==> src/rtl/dcache_store_buffer.sv <==
// dcache_store_buffer: circular store buffer with byte-granular load forwarding, optional youngest-entry merge (DCACHE_SB_MERGE_EN)
package dcache_pkg;
  localparam int unsigned DCACHE_DATA_WIDTH = 32;
endpackage

package wt_cache_pkg;
  localparam int unsigned DCACHE_NUM_WORDS = 256;
endpackage

module dcache_store_buffer #(
  parameter int unsigned DATA_WIDTH = dcache_pkg::DCACHE_DATA_WIDTH,
  parameter int unsigned NUM_WORDS  = wt_cache_pkg::DCACHE_NUM_WORDS,
  parameter int unsigned DEPTH      = 4,
  localparam int unsigned ADDR_W    = $clog2(NUM_WORDS),
  localparam int unsigned BW        = DATA_WIDTH / 8,
  localparam int unsigned PW        = $clog2(DEPTH)
) (
  input  logic                  clk_i,
  input  logic                  rst_ni,
  input  logic                  st_valid_i,
  output logic                  st_ready_o,
  input  logic [ADDR_W-1:0]     st_addr_i,
  input  logic [BW-1:0]         st_be_i,
  input  logic [DATA_WIDTH-1:0] st_data_i,
  input  logic [ADDR_W-1:0]     ld_addr_i,
  output logic [BW-1:0]         ld_fwd_be_o,
  output logic [DATA_WIDTH-1:0] ld_fwd_data_o,
  output logic                  ds_en_o,
  output logic                  ds_we_o,
  output logic [BW-1:0]         ds_write_byte_o,
  output logic [ADDR_W-1:0]     ds_addr_o,
  output logic [DATA_WIDTH-1:0] ds_wdata_o,
  input  logic                  ds_gnt_i,
  output logic                  empty_o
);
  logic [ADDR_W-1:0]     addr_q [DEPTH];
  logic [BW-1:0]         be_q   [DEPTH];
  logic [DATA_WIDTH-1:0] data_q [DEPTH];
  logic [DEPTH-1:0]      valid_q;
  logic [PW-1:0]         head_q, tail_q, yng, idx;
  logic [PW:0]           count_q;
  logic                  full, pop, push, accept, addr_hit, merge_hit, do_merge;
  logic [DATA_WIDTH-1:0] merged;

  assign yng     = tail_q - PW'(1);
  assign empty_o = count_q == '0;
  assign full    = count_q == (PW+1)'(DEPTH);
  assign pop     = !empty_o && ds_gnt_i;
`ifdef DCACHE_SB_MERGE_EN
  assign addr_hit  = !empty_o && addr_q[yng] == st_addr_i;
  assign merge_hit = addr_hit && !(count_q == (PW+1)'(1) && pop);
`else
  assign addr_hit  = 1'b0;
  assign merge_hit = 1'b0;
`endif
  // when full the youngest is never the head, so the pop term of a merge hit cannot matter here
  assign st_ready_o = !full || addr_hit;
  assign accept     = st_valid_i && st_ready_o;
  assign push       = accept && |st_be_i && !merge_hit;
  assign do_merge   = accept && merge_hit;

  assign ds_en_o         = !empty_o;
  assign ds_we_o         = !empty_o;
  assign ds_addr_o       = empty_o ? '0 : addr_q[head_q];
  assign ds_write_byte_o = empty_o ? '0 : be_q[head_q];
  assign ds_wdata_o      = empty_o ? '0 : data_q[head_q];

  // overlay incoming bytes onto the youngest entry
  always_comb begin
    merged = '0;
    for (int b = 0; b < BW; b++)
      merged[8*b+:8] = st_be_i[b] ? st_data_i[8*b+:8] : data_q[yng][8*b+:8];
  end

  // walk oldest to youngest so the youngest matching entry wins each byte
  always_comb begin
    ld_fwd_be_o   = '0;
    ld_fwd_data_o = '0;
    idx           = '0;
    for (int i = 0; i < DEPTH; i++) begin
      idx = head_q + PW'(i);
      if (valid_q[idx] && addr_q[idx] == ld_addr_i) begin
        ld_fwd_be_o = ld_fwd_be_o | be_q[idx];
        for (int b = 0; b < BW; b++)
          if (be_q[idx][b]) ld_fwd_data_o[8*b+:8] = data_q[idx][8*b+:8];
      end
    end
  end

  // pointers, occupancy and valid bits
  always_ff @(posedge clk_i or negedge rst_ni) begin
    if (!rst_ni) begin
      head_q  <= '0;
      tail_q  <= '0;
      count_q <= '0;
      valid_q <= '0;
    end else begin
      if (pop) begin
        valid_q[head_q] <= 1'b0;
        head_q          <= head_q + PW'(1);
      end
      if (push) begin
        valid_q[tail_q] <= 1'b1;
        tail_q          <= tail_q + PW'(1);
      end
      count_q <= count_q + (PW+1)'(push) - (PW+1)'(pop);
    end
  end

  // entry payload, no reset needed since valid bits gate every use
  always_ff @(posedge clk_i) begin
    if (push) begin
      addr_q[tail_q] <= st_addr_i;
      be_q[tail_q]   <= st_be_i;
      data_q[tail_q] <= st_data_i;
    end else if (do_merge) begin
      be_q[yng]   <= be_q[yng] | st_be_i;
      data_q[yng] <= merged;
    end
  end
endmodule

==> config.mk <==
export PLATFORM = sky130hd
export DESIGN_NAME = dcache_store_buffer
export DESIGN_NICKNAME = d
export VERILOG_FILES = /design/src/rtl/dcache_store_buffer.sv
export SDC_FILE = /design/constraint.sdc
export NUM_CORES = 1
export LEC_CHECK = 0
export ABC_AREA = 1
export CAP_MARGIN = 40
export CORE_UTILIZATION = 50
export CTS_CLUSTER_SIZE = 14
export DETAILED_ROUTE_END_ITERATION = 8
export HOLD_SLACK_MARGIN = 0.08
export PLACE_DENSITY = 0.68
export SLEW_MARGIN = 10
export SYNTH_ARGS = -nofsm -noshare
export SYNTH_HDL_FRONTEND = slang
export SYNTH_SLANG_ARGS = --single-unit
==> constraint.sdc <==
create_clock -name clk_i -period 4.35 [get_ports clk_i]
set_input_delay 0.87 -clock clk_i [delete_from_list [all_inputs] [get_ports clk_i]]
set_output_delay 0.87 -clock clk_i [all_outputs]
set_load 0.01 [all_outputs]
==> flow_summary.ini <==
[run_status]
status = complete, no violations

[worst_hold_path]
min_path_type = reg2reg

[logic_synthesis]
synth_nets = 1805
yosys_register_bits = 187
synth_cells = 1738
yosysUniqueCellTypes = 41
synth_edf_count = 176
ys_warn_count = 0
synthFlopType = edfxtp_1
async_flop_share_pct = 5.88
syn-cell-area_um2 = 12900
postSynthAreaPerCell_um2 = 7.41
synth_seq_area_share_pct = 43.2

[route]
drc = 0
first_iter_violations = 1011
drt-total-wl_um = 36600
wl_per_cell_um = 16.6
ant_nets = 0
dr.pass1.iters = 5
vias = 11922
via_per_inst = 5.39

[floorplanning]
coreArea_um2 = 25300
rows = 58
die_h_um = 163
num_io_pins = 140
fp.dieArea_um2 = 26400
die_w_um = 163
start_util_pct = 51.0

[critical_path]
crit_fanout = 6
crit_top_cell = nand2_1
required_ns = 3.48
critPathLaunchType = input port
critPathBufInv = 4
slowest_stage = clkdlybuf4s50_1
cp_data_arrival_time_ns = 3.44
crit_path_cell_trace = clkdlybuf4s50_1, inv_1, nand3_1, nand2_1, nor2_1, nand2_1, nor2_1, nand2_2, nor2_2, nand2_1, nand2_1, inv_1, nand2_1, nand2_1, clkdlybuf4s50_1
cp-end-kind = output pin
max_stage_delay_ns = 0.55
path_delay_family = simple AND/OR/NAND/NOR gates
crit_type = in2out

[timing]
period_minus_slack_ns = 4.31
fmaxAchievable_mhz = 232
setup_viol = 0
min_period_over_period_pct = 99.0
drv_slew = 0
maxSlewHeadroom_pct = 59.8
rsz0062_at_grt = yes
hold_viol = 0
fin_skew_ns = 0.0171
tightest_slew_ns = 0.601

[global_route]
grt_usage_pct = 27.9
grt_pass1_vias = 11124
gr-total-overflow = 0
grt_max_degree = 112
grt_pass1_wl_um = 56900
antenna_found_initial = 4

[cells_and_area]
drive_above_1_share_pct = 8.63
area_growth_pct = 22.2
design_area_um2 = 15700
nets = 1932

[clock_tree]
cts.sinks = 187
clkTransAtPathRegs_ns = 0.07
htreeDepth = 4
clockRootBuffer = clkbuf_16
clock_latency_ns = 0.44
numCtsBuffers = 17
cts_tree = built
clk_path_buf_depth = 2
ctsHoldBuffers = 0

[placement]
post_dp_cell_area_um2 = 14800
portBuffers = 139
dpl.hpwl_um = 23500
gp_congestion = 0.886

[flow_run]
maxCapViolations = 0

[power]
power.leakage_nw = 7.47
power_density_nw_per_um2 = 736
power_mw = 11.6
vdd.ir_drop.worst_mv = 0.536
## cells in the mapped netlist, types with 10 or more instances
master    count  area share [%]
or2_2        14            0.68
dfrtp_1      11             2.1
inv_1       230             6.7
ha_1         10            0.97
edfxtp_1    176              41
mux2i_1      50             3.9
buf_2        26             1.0
nor2_1       70             2.0
nand4_1      47             2.3
nand2_1     616              18
clkbuf_1     24            0.70
o21ai_0     216             8.4
buf_1        14            0.41
buf_6        14             1.2
nand3_1     129             5.0
## layout make-up
type	count	area, µm²
diodes	2	5.00
clock buffers	17	425
clock inverters	15	163
fillers	2254	9510
inverters	236	901
multi-input cells	1228	6100
flip-flops and latches	187	5570
well taps	330	413
repair buffers	195	2170
## where the power goes
group / total (mW) / internal [mW] / switching (mW)
logic: 7.48 / 2.71 / 4.77
clock network: 1.59 / 0.859 / 0.732
registers: 2.52 / 2.37 / 0.144
total: 11.6 / 5.94 / 5.64
## final timing paths
kind | slack, ns | to | cells past startpoint | start
min in group asynchronous | 0.81 | count_q[2] | 1 | rst_ni
min reg2reg | 0.51 | valid_q[0] | 2 | valid_q[0]
max | 0.04 | ld_fwd_data_o[16] | 15 | ld_addr_i[6]
min | 0.51 | valid_q[0] | 2 | valid_q[0]
max in group asynchronous | 3.09 | head_q[0] | 1 | rst_ni
max reg2reg | 1.84 | count_q[2] | 11 | count_q[2]
## repair_timing
action,4_1_cts,5_1_grt
setup endpoints to repair,36,36
buffers inserted,0,4
gates resized for setup,13,58
pin swaps,1,3
cloned,1,2
## metrics by stage
stage | TNS, ns | hold slack [ns] | setup WS, ns | std cells | util [%]
after detailed placement | 0 | 0.501 | 0.0567 | 2169 | 58.4
after floorplan | 0 | 0.466 | 0.357 | 1738 | -
after CTS | 0 | 0.518 | 0.000592 | 2202 | 61.1
after global placement | 0 | 0.488 | 0.0734 | 2168 | 58.3
final | 0 | 0.512 | 0.0436 | 2210 | 62.3
after global routing | -0.712 | 0.571 | -0.0891 | 2210 | 62.3
## cell families (layout without fill, tap and decap cells)
logic type	Yosys count	count (layout)	share of synthesized area [%]
compound gates	245	245	10.0
xor+xnor	10	10	0.680
fa+ha+maj	11	11	1.13
buf+inv	323	463	10.8
flops	187	187	43.2
mux	50	50	3.89
other cells	0	2	0
simple gates	912	912	30.3
## worst register-to-register path, delay by kind of cell (launching register included)
family	cells	cell delay, ns
fa+ha+maj	3	0.84
simple gates	2	0.40
flops	1	0.42
xor+xnor	1	0.13
buf+inv	5	0.61
## registers in the layout (all words and copies together), names as in the netlist
signal	count
data_q	128
addr_q	32
be_q	16
valid_q	4
count_q	3
head_q	2
tail_q	2
## layer usage
metal | vias to the layer above | routed length [µm] | global-route usage (%)
met5 | - | 13 | 0
met4 | 2 | 521 | 9.48
met3 | 46 | 2360 | 4.18
met2 | 410 | 17400 | 45.6
met1 | 5531 | 16300 | 37.6
li1 | 5933 | - | -
## layout by cell type, fill, tap and decap left out, drive strengths merged, types with 2 or more instances in the layout
cell type        n
o21ai          225
nand2          621
nor3             3
ha              10
o211ai           9
clkbuf          19
and2             2
xor2             8
buf             53
nor2            82
dfrtp           11
clkdlybuf4s50  119
dlymetal6s2s    20
o2111ai          4
inv            242
edfxtp         176
nand3          138
xnor2            2
or2             15
a21oi            7
mux2i           50
clkinv           5
bufinv           2
diode            2
clkinvlp         2
nand4           47
Power figures use the tool's default switching activity.
